===== src/rtl/alu_seq.sv =====
`default_nettype none
// ============================================================================
// Module      : alu_seq
// Description : Registered ALU with valid/busy handshake, accumulator mode and
//               an optional multi-cycle shift-add multiplier. Eight operations
//               on WIDTH-bit operands produce a 2*WIDTH-bit result register
//               that drives the display decoders directly.
// Revision    : 1.0 - initial release
// ----------------------------------------------------------------------------
// Parameters
//   WIDTH      operand width in bits (>= 2); result is 2*WIDTH bits
// Ports
//   Clock      in   1        rising-edge clock
//   Reset_b    in   1        asynchronous active-low reset
//   A          in   WIDTH    operand A
//   B          in   WIDTH    operand B
//   Function   in   3        operation select
//   UseAcc     in   1        replace B by ALUout[WIDTH-1:0] at acceptance
//   in_valid   in   1        request, accepted on a rising edge with busy==0
//   busy       out  1        multiply in progress, requests ignored
//   out_valid  out  1        one-cycle pulse when ALUout was written
//   ALUout     out  2*WIDTH  result register
// Configuration macro
//   ALU_SEQ_MUL_EN  defined: Function 110 is a WIDTH-cycle shift-add multiply
//                   undefined: Function 110 writes zero in one cycle, busy=0
// ============================================================================
module alu_seq #(
    parameter int WIDTH = 4
) (
    input  logic                 Clock,
    input  logic                 Reset_b,
    input  logic [WIDTH-1:0]     A,
    input  logic [WIDTH-1:0]     B,
    input  logic [2:0]           Function,
    input  logic                 UseAcc,
    input  logic                 in_valid,
    output logic                 busy,
    output logic                 out_valid,
    output logic [2*WIDTH-1:0]   ALUout
);

    localparam int RW = 2 * WIDTH;

    localparam logic [2:0] OP_ADD  = 3'b000;
    localparam logic [2:0] OP_SUB  = 3'b001;
    localparam logic [2:0] OP_SEXT = 3'b010;
    localparam logic [2:0] OP_OR   = 3'b011;
    localparam logic [2:0] OP_AND  = 3'b100;
    localparam logic [2:0] OP_CAT  = 3'b101;
    localparam logic [2:0] OP_MUL  = 3'b110;
    localparam logic [2:0] OP_HOLD = 3'b111;

    logic [WIDTH-1:0] bop;
    logic [WIDTH:0]   sum;
    logic [WIDTH:0]   diff;
    logic [RW-1:0]    single_result;
    logic [RW-1:0]    result_next;
    logic             write_result;

    // Accumulator mode reads the register value present before the edge,
    // so back-to-back requests chain on the previous result.
    assign bop  = UseAcc ? ALUout[WIDTH-1:0] : B;
    assign sum  = {1'b0, A} + {1'b0, bop};
    assign diff = {1'b0, A} - {1'b0, bop};

    always_comb begin
        single_result = '0;
        case (Function)
            OP_ADD:  single_result = {{(WIDTH-1){1'b0}}, sum};
            OP_SUB:  single_result = {{(WIDTH-1){diff[WIDTH]}}, diff};
            OP_SEXT: single_result = {{WIDTH{bop[WIDTH-1]}}, bop};
            OP_OR:   single_result = {{(RW-1){1'b0}}, |{A, bop}};
            OP_AND:  single_result = {{(RW-1){1'b0}}, &{A, bop}};
            OP_CAT:  single_result = {A, bop};
            OP_MUL:  single_result = '0;   // only reached when the multiplier is absent
            OP_HOLD: single_result = ALUout;
            default: single_result = '0;
        endcase
    end

`ifdef ALU_SEQ_MUL_EN
    localparam int CW = $clog2(WIDTH + 1);

    typedef enum logic [0:0] {
        IDLE = 1'b0,
        MUL  = 1'b1
    } state_t;

    state_t           state;
    state_t           state_next;
    logic [RW-1:0]    mcand;
    logic [WIDTH-1:0] mplier;
    logic [RW-1:0]    prod;
    logic [CW-1:0]    count;
    logic [RW-1:0]    prod_step;
    logic             mul_load;
    logic             mul_step;

    assign busy      = (state == MUL);
    assign prod_step = prod + (mplier[0] ? mcand : '0);

    always_ff @(posedge Clock or negedge Reset_b) begin
        if (!Reset_b) begin
            state <= IDLE;
        end else begin
            state <= state_next;
        end
    end

    always_comb begin
        state_next   = state;
        mul_load     = 1'b0;
        mul_step     = 1'b0;
        write_result = 1'b0;
        result_next  = single_result;
        case (state)
            IDLE: begin
                if (in_valid) begin
                    if (Function == OP_MUL) begin
                        mul_load   = 1'b1;
                        state_next = MUL;
                    end else begin
                        write_result = 1'b1;
                    end
                end
            end
            MUL: begin
                mul_step = 1'b1;
                // Final step: commit the completed product straight from the
                // adder so no partial product ever reaches ALUout.
                if (count == CW'(1)) begin
                    write_result = 1'b1;
                    result_next  = prod_step;
                    state_next   = IDLE;
                end
            end
            default: state_next = IDLE;
        endcase
    end

    always_ff @(posedge Clock or negedge Reset_b) begin
        if (!Reset_b) begin
            mcand  <= '0;
            mplier <= '0;
            prod   <= '0;
            count  <= '0;
        end else if (mul_load) begin
            mcand  <= {{WIDTH{1'b0}}, A};
            mplier <= bop;
            prod   <= '0;
            count  <= CW'(WIDTH);
        end else if (mul_step) begin
            mcand  <= mcand << 1;
            mplier <= mplier >> 1;
            prod   <= prod_step;
            count  <= count - CW'(1);
        end
    end
`else
    // Without the multiplier every request completes in one cycle.
    assign busy = 1'b0;

    always_comb begin
        write_result = in_valid;
        result_next  = single_result;
    end
`endif

    always_ff @(posedge Clock or negedge Reset_b) begin
        if (!Reset_b) begin
            ALUout    <= '0;
            out_valid <= 1'b0;
        end else begin
            out_valid <= write_result;
            if (write_result) begin
                ALUout <= result_next;
            end
        end
    end

endmodule
`default_nettype wire


===== config.mk =====
export PLATFORM = sky130hd
export DESIGN_NAME = alu_seq
export DESIGN_NICKNAME = d
export VERILOG_FILES = /design/src/rtl/alu_seq.sv
export SDC_FILE = /design/constraint.sdc
export NUM_CORES = 1
export LEC_CHECK = 0
export ABC_CLOCK_PERIOD_IN_PS = 2700
export CORE_AREA = 2 2 66 68
export CTS_BUF_LIST = sky130_fd_sc_hd__clkbuf_4 sky130_fd_sc_hd__clkbuf_8
export DETAILED_ROUTE_END_ITERATION = 8
export DIE_AREA = 0 0 68 70
export MAX_ROUTING_LAYER = met4
export SYNTH_ARGS = -nofsm -noshare
export SYNTH_HDL_FRONTEND = slang
export SYNTH_SLANG_ARGS = --single-unit
export TNS_END_PERCENT = 30

===== constraint.sdc =====
create_clock -name Clock -period 2.7 [get_ports Clock]
set_input_delay 0.81 -clock Clock [delete_from_list [all_inputs] [get_ports Clock]]
set_output_delay 0.81 -clock Clock [all_outputs]
set_load 0.02 [all_outputs]

Word-level counts from Yosys, hierarchy flattened
Index checks and enable logic that the tools add are counted.

word-level totals
  bits in registers = 9
  input bits = 15
  output and inout port bits = 10
  logic and storage cells = 18

cells by class
  add/sub/neg operators = 2
  equal/unequal tests = 7
  mux-type cells = 2
  bitwise logic cells = 1
  reduce and logical (&&, ||, !) cells = 4

operators with widths
  cell                  number
  $pmux W8 S7           1
  $eq A3 B3 Y1 const B  4
  $reduce_and A8 Y1     1
  $reduce_or A8 Y1      1
  $eq A3 B2 Y1 const B  2
  $add A4 B4 Y5         1
  $sub A4 B4 Y5         1
  $mux W4               1
  $eq A3 B1 Y1 const B  1
  $logic_not A3 Y1      1
  $reduce_and A2 Y1     1
  $not A1 Y1            1

Logic depth before layout (Yosys ltp)
  word-level depth = 3
  mapped depth = 8
  mapped depth without buffers = 8

Worst setup path before layout
No wires, ideal clock.

  path type = input-to-reg
  start point = input port UseAcc
  end point = register ALUout[5]
  library setup time = 64 ps
  data arrival time = 2430 ps
  data required time = 2636 ps
  setup slack = 205 ps
  stages = 8
  buffers on the path = 0
  path through = mux2_2 -> ha_1 -> inv_1 -> fa_1 -> a21oi_1 -> o211ai_1 -> a2111oi_4 -> a221o_2

between the ends
  word-level cells in the longest chain between the ends = 3

ends and longest elaborated chain
  item                  line  RTL
  from (decl)           35    input logic UseAcc,
  $mux W4 (*)           62    assign bop = UseAcc ? ALUout[WIDTH-1:0] : B;
  $sub A4 B4 Y5         64    assign diff = {1'b0, A} - {1'b0, bop};
  $pmux W8 S7 (*)       68    case (Function)
  to (signal assigned)  176   ALUout <= result_next;
  to (decl)             39    output logic [2*WIDTH-1:0] ALUout

Mark *: on every way between the ends. The rest lies on a longest branch, timed or not.
A chain may end at the register's enable or synchronous reset.

Worst setup path after layout
  start point = input port UseAcc
  end point = register ALUout[6]

The elaborated chain is that of the path after synthesis.

==> metrics.txt <==
CTS Sinks 9; CTS tree yes; Core Rows 24; Worst-Skew Late Latency between 0.2 and 0.25 ns; Post-synth ARST share 1.00; layout cells sized above 1 0.338; Crit Path Category in -> reg; R2R cell count 7; hold_sp ALUout[7]; RSZ-0062 raised after global routing no; initial antenna violation count 0; aggregate global routing overflow 0; post-synth cell types 52; initial drt markers 22; post-route setup TNS 0 ns; Slew Limit Fails 0; Syn Nets 130; Hold Violations, Final 0; Post-Synth Simple-Gate Area 0.189; first-pass GRT wire length approximately 4600 um; sequential share of the synthesized area 0.232; Via density between 4 and 5; reg-to-reg endpoint ALUout[4]; htree depth 1; Placer Congestion just under 0.9; Syn Inst Count roughly 110; largest net degree at the start of global routing 13; vias in the first global route approximately 1000; DR WL/cell 13.7 um; cts bufs inserted 3; wirelength, routed approximately 2700 um; Post-synth top flop dfrtp_1; Placed Cells just under 200; Peak VDD IR between 0.1 and 0.15 mV; main combinational cell family by area after synthesis compound AO/OA/AOI/OAI gates; post-route ant nets 0; Pwr Density between 400 and 500 nW/um2; post-synthesis area per instance 9.25 um2; Final nets roughly 170; Post-synth EDFFs 0; buffers added on ports 23; number of setup violations in the final report 0; Antenna Cells 0; worst r2r src ALUout[0]; worst hold path type reg -> reg; Startpoint Class input pin; Synth Warn # 0; required time of the critical path about 2.8 ns; DRC 0; peak fanout along the critical path 3; CP arrival between 2 and 3 ns; non-filler instance count after layout 200; CP endpoint kind flop; vias after detailed routing around 1000; io pins 25; Pre-antenna DRT Iters 4; Chip Height ~70 um; post-synthesis mux area share 0.0490; post-synthesis compound-gate area fraction 0.285; fin crit period about 2.6 ns; Cell Area, Synth approximately 970 um2; Die X 68 um; fmax ~380 MHz; fin crit share 0.963; Starting Density 0.234; root buffer cell clkbuf_8; Hold EP ALUout[7]; FF-to-FF setup slack 0.61 ns; leakage roughly 0.63 nW; clk buf depth 2; Tot GR Track Use 0.129; xor-xnor portion of the synthesized cell area 0.0180; Post-DP HPWL around 2300 um; die area 4760 um2; area grow syn2layout 53.4%; worst hold stages 1; outcome completed; flops & latches, synth 9; area share of fa/ha/maj cells after synthesis 0.144; most frequent cells in the layout clkdlybuf4s50_1, buf_4, dfrtp_1, inv_1, nor2_1; max_cap viols 0; skew final 0.000422 ns; Clock transition at path regs around 0.04 ns; Core ar. about 4100 um2
[cell type report]
cell class | instances | area (um2)
sequential | 9 | 225
clock buffer | 4 | 48.8
tap | 52 | 65.1
fill | 432 | 2660
multi-input combinational | 81 | 727
timing repair buffer | 44 | 385
inverter | 10 | 37.5
[worst max-delay path, cell delays in order]
cell and delay, ns:
dlygate4sd2_1 0.26, buf_4 0.15, buf_4 0.13, mux2_4 0.31, inv_2 0.09, ha_4 0.13, inv_1 0.04, o211ai_1 0.33
a2111oi_4 0.14, a221o_2 0.31
[report_power, final]
part / internal [mW] / switching (mW) / leakage [nW]
combinational: 0.169 / 0.158 / 0.487
sequential: 0.154 / 0.0173 / 0.114
clock: 0.112 / 0.0455 / 0.0262
[cell usage after synthesis (2+ instances only)]
master / number / area share
o31a_1: 2 / 0.018
nand3_1: 2 / 0.010
fa_1: 2 / 0.041
mux2_2: 2 / 0.023
nor2b_1: 2 / 0.013
ha_1: 8 / 0.10
inv_1: 10 / 0.039
o21ai_0: 6 / 0.031
a21oi_1: 6 / 0.031
nand2_1: 4 / 0.015
buf_4: 2 / 0.015
nor3_1: 2 / 0.010
a221o_2: 3 / 0.035
nor2_1: 7 / 0.027
dfrtp_1: 9 / 0.23
o22ai_1: 2 / 0.013
[sequential cells by signal, summed over array words and instances (netlist names)]
name	flops
ALUout	8
out_valid	1
[metrics by stage]
stage | worst slack, ns | hold slack, ns | instance area (um2) | util | total power [mW]
after floorplan | 0.205 | 0.514 | 971 | - | 0.333
after global placement | -0.400 | 0.501 | 1370 | 0.331 | 0.470
after global routing | 0.00322 | 0.540 | 1490 | 0.359 | 0.705
after detailed placement | -0.446 | 0.508 | 1370 | 0.331 | 0.474
after CTS | 0.0271 | 0.517 | 1470 | 0.355 | 0.653
final | 0.101 | 0.508 | 1490 | 0.359 | 0.657
[metal layers]
metal  vias up  GRT usage  part of all wire
met5         -          -                 0
li1        480          -                 -
met3         6    0.00805             0.034
met4         0     0.0533             0.022
met2        28      0.220              0.52
met1       471      0.154              0.42
[how the worst max path moves through the flow]
stage / from / end / slack [ns] / cells past startpoint
5_1_grt: A[0] / ALUout[4] / 0.003 / 8
4_1_cts: UseAcc / ALUout[6] / 0.03 / 10
3_3_place_gp: UseAcc / ALUout[2] / -0.40 / 9
6_report: UseAcc / ALUout[6] / 0.10 / 10
2_1_floorplan: UseAcc / ALUout[5] / 0.21 / 8
3_5_place_dp: UseAcc / ALUout[1] / -0.45 / 8
[cell families (layout without fill, tap and decap cells)]
logic type,Yosys count,in the layout
AO/OA/AOI/OAI,34,34
multiplexers,4,4
adder cells (fa/ha/maj),10,10
buffers and inverters,15,58
flip-flops,9,9
AND/OR/NAND/NOR,30,30
XOR/XNOR,2,2
other,1,1
[repair_timing]
item / CTS / global route
buffers inserted: 2 / 0
pin swaps: 5 / 3
gates resized for setup: 11 / 5
gates cloned: 0 / 0
hold buffers: 0 / 0
endpoints found under the setup margin: 7 / 6
(Power assumes the default switching activity.)
